$ cat src/rtl/dff_bank_arbiter_pkg.sv
// Shared encodings for dff_bank_arbiter: FSM states and requester IDs.
package dff_bank_arbiter_pkg;

  typedef enum logic [1:0] {
    IDLE    = 2'd0,
    LOAD    = 2'd1,
    DRIVE   = 2'd2,
    RELEASE = 2'd3
  } state_t;

  localparam logic REQ_A = 1'b0;
  localparam logic REQ_B = 1'b1;

endpackage

$ cat src/rtl/dff_bank_arbiter_bank4.sv
// dff_bank4: 4-bit register with clock enable and asynchronous active-high reset to RESET_VALUE.
module dff_bank4 #(
  parameter logic [3:0] RESET_VALUE = 4'b0000
) (
  input  logic       i_clk,
  input  logic       i_rst,
  input  logic       i_ce,
  input  logic [3:0] i_d,
  output logic [3:0] o_q
);

  logic [3:0] r_q;

  always_ff @(posedge i_clk or posedge i_rst) begin
    if (i_rst) begin
      r_q <= RESET_VALUE;
    end else if (i_ce) begin
      r_q <= i_d;
    end
  end

  assign o_q = r_q;

endmodule

$ cat src/rtl/dff_bank_arbiter.sv
// Two-requester arbiter for a shared 4-bit output bank with timed output enable.
// Define DFF_BANK_ARBITER_ROUND_ROBIN_EN for round-robin ties; otherwise A has fixed priority.
module dff_bank_arbiter
  import dff_bank_arbiter_pkg::*;
#(
  parameter int unsigned DRIVE_CYCLES = 3,
  parameter logic [3:0]  RESET_VALUE  = 4'b0000
) (
  input  logic       clk,
  input  logic       rstin,
  input  logic       req_a,
  input  logic [3:0] d_a,
  input  logic       req_b,
  input  logic [3:0] d_b,
  output logic [3:0] q,
  output logic       oe,
  output logic       gnt_a,
  output logic       gnt_b,
  output logic       busy,
  output logic       done,
  output state_t     dbg_state
);

  localparam logic [3:0] CNT_LOAD = 4'(DRIVE_CYCLES - 1);

  // Handshake: a requester raises req and holds it (with stable data while
  // granted) until done pulses; dropping req while granted cancels early.
  state_t     r_state;
  logic [3:0] r_cnt;
  logic       r_oe;
  logic       r_gnt_a;
  logic       r_gnt_b;
  logic       r_busy;
  logic       r_done;
`ifdef DFF_BANK_ARBITER_ROUND_ROBIN_EN
  logic       r_last;
`endif

  logic       w_win_b;
  logic       w_req_own;
  logic       w_bank_ce;
  logic [3:0] w_bank_d;

  always_comb begin
    w_win_b = 1'b0;
`ifdef DFF_BANK_ARBITER_ROUND_ROBIN_EN
    w_win_b = req_b & (~req_a | (r_last == REQ_A));
`else
    w_win_b = req_b & ~req_a;
`endif
  end

  assign w_req_own = r_gnt_a ? req_a : req_b;
  assign w_bank_ce = (r_state == LOAD);
  assign w_bank_d  = r_gnt_b ? d_b : d_a;

  always_ff @(posedge clk or posedge rstin) begin
    if (rstin) begin
      r_state <= IDLE;
      r_cnt   <= 4'd0;
      r_oe    <= 1'b0;
      r_gnt_a <= 1'b0;
      r_gnt_b <= 1'b0;
      r_busy  <= 1'b0;
      r_done  <= 1'b0;
`ifdef DFF_BANK_ARBITER_ROUND_ROBIN_EN
      r_last  <= REQ_B;
`endif
    end else begin
      case (r_state)
        IDLE: begin
          if (req_a || req_b) begin
            r_gnt_a <= ~w_win_b;
            r_gnt_b <= w_win_b;
            r_busy  <= 1'b1;
            r_state <= LOAD;
          end
        end
        LOAD: begin
          r_cnt   <= CNT_LOAD;
          r_oe    <= 1'b1;
          r_state <= DRIVE;
        end
        DRIVE: begin
          if ((r_cnt == 4'd0) || !w_req_own) begin
            r_oe    <= 1'b0;
            r_gnt_a <= 1'b0;
            r_gnt_b <= 1'b0;
            r_done  <= 1'b1;
            r_state <= RELEASE;
`ifdef DFF_BANK_ARBITER_ROUND_ROBIN_EN
            r_last  <= r_gnt_b ? REQ_B : REQ_A;
`endif
          end else begin
            r_cnt <= r_cnt - 4'd1;
          end
        end
        RELEASE: begin
          r_done  <= 1'b0;
          r_busy  <= 1'b0;
          r_state <= IDLE;
        end
        default: r_state <= IDLE;
      endcase
    end
  end

  dff_bank4 #(
    .RESET_VALUE(RESET_VALUE)
  ) u_bank (
    .i_clk(clk),
    .i_rst(rstin),
    .i_ce (w_bank_ce),
    .i_d  (w_bank_d),
    .o_q  (q)
  );

  assign oe        = r_oe;
  assign gnt_a     = r_gnt_a;
  assign gnt_b     = r_gnt_b;
  assign busy      = r_busy;
  assign done      = r_done;
  assign dbg_state = r_state;

endmodule
$ cat config.mk
export PLATFORM = sky130hd
export DESIGN_NAME = dff_bank_arbiter
export DESIGN_NICKNAME = d
export VERILOG_FILES = /design/src/rtl/dff_bank_arbiter_pkg.sv /design/src/rtl/dff_bank_arbiter_bank4.sv /design/src/rtl/dff_bank_arbiter.sv
export SDC_FILE = /design/constraint.sdc
export NUM_CORES = 1
export LEC_CHECK = 0
export CAP_MARGIN = 20
export CORE_ASPECT_RATIO = 0.5
export CORE_UTILIZATION = 30
export CTS_BUF_LIST = sky130_fd_sc_hd__clkbuf_4 sky130_fd_sc_hd__clkbuf_8
export CTS_CLUSTER_DIAMETER = 60
export DETAILED_ROUTE_END_ITERATION = 8
export GPL_TIMING_DRIVEN = 0
export PLACE_DENSITY = 0.55
export SLEW_MARGIN = 20
export SYNTH_ARGS = -nofsm -noshare
export SYNTH_HDL_FRONTEND = slang
export SYNTH_HIERARCHICAL = 1
export SYNTH_SLANG_ARGS = --single-unit
$ cat constraint.sdc
create_clock -name clk -period 1.8 [get_ports clk]
set_input_delay 0.27 -clock clk [delete_from_list [all_inputs] [get_ports clk]]
set_output_delay 0.27 -clock clk [all_outputs]
set_load 0.05 [all_outputs]
==> flow_metrics.env, run 1 <==
export IMPL_cts_root_buffer="clkbuf_8"
export IMPL_track_usage=0.1397
export IMPL_portBuffers=22
export IMPL_nNetsFinal=130
export IMPL_muxShareOfSynthArea=0.1606
export IMPL_setup_worst_path_start_class="register"
export IMPL_syn_area_per_cell_sq_um=10.58
export IMPL_area_growth_pct=37.75
export IMPL_critPathArrivalTime_ns=1.87
export IMPL_regArea_sq_um=377.9
export IMPL_setup_slack_ns=0.06791
export IMPL_synth_most_common_cell="dfrtp_1"
export IMPL_coreArea_sq_um=2700
export IMPL_cts_made_buffers=3
export IMPL_post_route_util=0.4532
export IMPL_antenna_found_initial=0
export IMPL_fill_cells=273
export IMPL_yosysSeqAreaShare=0.4225
export IMPL_yosys_area_share_adder=0.09859
export IMPL_max_vdd_ir_drop_uv=819.2
export IMPL_synth_cell_types=27
export IMPL_whs_ns=0.2307
export IMPL_grt_pass1_vias=678
export IMPL_ant_nets=0
export IMPL_synthArstFlopShare=1.000
export IMPL_drive_gt1_frac=0.1818
export IMPL_worstPathMaxFanout=5
export IMPL_overflow=0
export IMPL_rsz0062_at_grt="yes"
export IMPL_ys_ff_latch=15
export IMPL_timing_rr_start="r_cnt[0]$_DFFE_PP0P_"
export IMPL_die_height_um=40.48
export IMPL_p_seq_frac=0.273
export IMPL_finalSetupViolCount=0
export IMPL_vias=713
export IMPL_hold_violations=0
export IMPL_die_x_um=78.96
export IMPL_p_per_area_nw_per_um2=1976
export IMPL_rr_worst_depth=5
export IMPL_clock_skew_final_ns=0.004402
export IMPL_syn_nets=103
export IMPL_busiest_layer="met2"
export IMPL_endpoint="dbg_state[1]$_DFFE_PP0P_"
export IMPL_post_route_drc_count=0
export IMPL_fin_area_sq_um=1224
export IMPL_p_comb_frac=0.604
export IMPL_dpl_instance_area_sq_um=1157
export IMPL_crit_start="r_cnt[0]$_DFFE_PP0P_"
export IMPL_rows=13
export IMPL_synth_area_top_cells="dfrtp_1 (42%), mux2_2 (13%), ha_1 (9.9%)"
export IMPL_first_pass_iters=4
export IMPL_grt_use_met1=0.1867
export IMPL_min_path_type="in -> async"
export IMPL_sw_frac_of_total=0.4719
export IMPL_grt_max_degree=12
export IMPL_critPathCaptureType="register"
export IMPL_synth_top_family_by_area="multiplexers"
export IMPL_p_int_mw=1.277
export IMPL_synth_xor_area_share=0
export IMPL_final_max_slew_viol_count=0
export IMPL_dp_cells=143
export IMPL_grt_use_met3=0.05909
export IMPL_fmax_mhz=577.3
export IMPL_multiInputGateArea_sq_um=479.2
export IMPL_cts_sinks=15
export IMPL_synthCells=84
export IMPL_synthesis_area_sq_um=888.4
export IMPL_io_pins=23
export IMPL_worst_pin_slew_ns=0.4996
export IMPL_yosys_area_share_simple=0.1211
export IMPL_p_clk_frac=0.123
export IMPL_fin_cells=147
export IMPL_grt_pass1_wl_um=3194
export IMPL_dp_slack_ns=-0.1120
export IMPL_cp_required_ns=1.93
export IMPL_min_period_ns=1.732
export IMPL_critical_path_class="reg -> reg"
export IMPL_antenna_cells=0
export IMPL_avgRoutedWirePerCell_um=12.37
export IMPL_gp_congestion=0.7537
export IMPL_hpwl_um=1375
export IMPL_synth_edff_count=0
export IMPL_die_area_sq_um=3196
export IMPL_ys_top_cells_by_count="dfrtp_1 (15), inv_1 (12), mux2_2 (10)"
export IMPL_period_share=0.9623
export IMPL_ff2ff_setup_slack_ns=0.07
export IMPL_switching_power_mw=1.141
export IMPL_slew_headroom=0.6659
export IMPL_drt_iter0_drc=12
export IMPL_cts_htree_levels=1
export IMPL_maxCapViolCount=0
export IMPL_synth_top_area_cell="dfrtp_1"
export IMPL_clk_pin_slew_ns=0.07
export IMPL_viasPerCell=4.850
export IMPL_ys_flop_type="dfrtp_1"
export IMPL_start_util=0.3290
export IMPL_clockBufferDepth=2
export IMPL_synth_top_area_frac=0.4225
export IMPL_leakagePower_nw=0.5314
export IMPL_use_met2=0.2174
export IMPL_clk_latency_ns=0.25
export IMPL_outcome="completed"
export IMPL_rr_endpoint="dbg_state[1]$_DFFE_PP0P_"
export IMPL_routed_wl_um=1818
export IMPL_synth_compound_area_frac=0.1423
export IMPL_cts_tree="built"
export IMPL_yosysWarnings=6
==> metrics by stage <==
stage                     setup TNS, ns  total power [mW]
after global placement          -0.1206             2.113
final                                 0             2.418
after detailed placement        -0.1120             2.119
after global routing           -0.03664             2.605
after floorplan                       0             1.688
after CTS                             0             2.425
==> metal layers <==
layer / up-vias / part of all wire
li1: 356 / -
met1: 345 / 0.51
met2: 12 / 0.44
met3: 0 / 0.043
met4: 0 / 0
met5: - / 0
==> worst min path at each step <==
stage / end / cells past startpoint / slack (ns) / startpoint
floorplan: u_bank/o_q[0]$_DFFE_PP0P_ / 1 / 0.04 / rstin
global placement: u_bank/o_q[2]$_DFFE_PP0P_ / 2 / 0.49 / rstin
detailed placement: done$_DFFE_PP0P_ / 1 / 0.49 / done$_DFFE_PP0P_
CTS: u_bank/o_q[0]$_DFFE_PP0P_ / 2 / 0.24 / rstin
global route: u_bank/o_q[0]$_DFFE_PP0P_ / 2 / 0.25 / rstin
finish: u_bank/o_q[3]$_DFFE_PP0P_ / 2 / 0.23 / rstin
==> cell families (layout without fill, tap and decap cells) <==
family          after synthesis  count (layout)
buf+inv                      13              39
fa+ha+maj                     7               7
compound gates               18              18
simple gates                 18              18
flops                        15              15
mux                          13              13
==> repair_timing <==
| action | 4_1_cts | 5_1_grt |
|---|---|---|
| hold buffers | 0 | 0 |
| pin swaps | 0 | 0 |
| resized for setup | 2 | 4 |
| hold endpoints to repair | 0 | 0 |
| setup buffers | 0 | 0 |
| endpoints found under the setup margin | 2 | 6 |
==> final cells by class <==
type,instances,share of cell area
timing repair buffer,22,0.1810
sequential,15,0.3088
tap,37,0.03783
multi-input combinational,56,0.3916
clock buffer,4,0.03988
buffer,1,0.004090
inverter,12,0.03681
==> layout by cell type (no fill, tap or decap), drive strengths merged <==
| cell | synthesis | routed |
|---|---|---|
| o32ai | 1 | 1 |
| or2b | 1 | 1 |
| a21oi | 1 | 1 |
| nor2 | 3 | 3 |
| o21ai | 4 | 4 |
| mux2 | 10 | 10 |
| ha | 7 | 7 |
| a211oi | 2 | 2 |
| a22o | 1 | 1 |
| a22oi | 1 | 1 |
| clkbuf | 1 | 5 |
| or3b | 1 | 1 |
| clkdlybuf4s50 | 0 | 20 |
| nand3 | 3 | 3 |
| a31oi | 3 | 3 |
| inv | 12 | 12 |
| o32a | 1 | 1 |
| dfrtp | 15 | 15 |
| nor3b | 3 | 3 |
| o22ai | 1 | 1 |
| o22a | 1 | 1 |
| mux2i | 3 | 3 |
| nor3 | 3 | 3 |
| or4 | 1 | 1 |
| nand2 | 1 | 1 |
| a32o | 1 | 1 |
| o31ai | 1 | 1 |
| or3 | 2 | 2 |
| dlygate4sd2 | 0 | 1 |
| dlymetal6s2s | 0 | 1 |
==> power by group through the flow <==
stage          clock network, mW  logic [mW]  registers, mW
2_1_floorplan                  0       0.616           1.07
3_3_place_gp                   0        1.44          0.668
3_5_place_dp                   0        1.45          0.672
4_1_cts                    0.306        1.45          0.664
5_1_grt                    0.324        1.59          0.692
6_report                   0.298        1.46          0.660
==> critical path, cell delays in order (launching register included) <==
cell and delay, ns:
dfrtp_1 0.41, inv_1 0.09, ha_1 0.15, or3b_4 0.43
a31oi_4 0.20, mux2_2 0.35
==> flip-flops by register name, indices dropped and copies added (netlist names) <==
register and count:
r_cnt 4, u_bank/o_q 4, dbg_state 2, busy 1
done 1, gnt_a 1, gnt_b 1, oe 1
Note: power is estimated with default switching activity, not from simulation.
==> run 2, diff against run 1 <==
Settings changed: SLEW_MARGIN 20 to default.
==> results of run 2 <==
Same layout as run 1: the final DEF is identical, and so are final timing and power.
==> run 3, diff against run 2 <==
Settings changed: CAP_MARGIN 20 to default.
==> results of run 3 <==
Same layout as run 1: the final DEF is identical, and so are final timing and power.
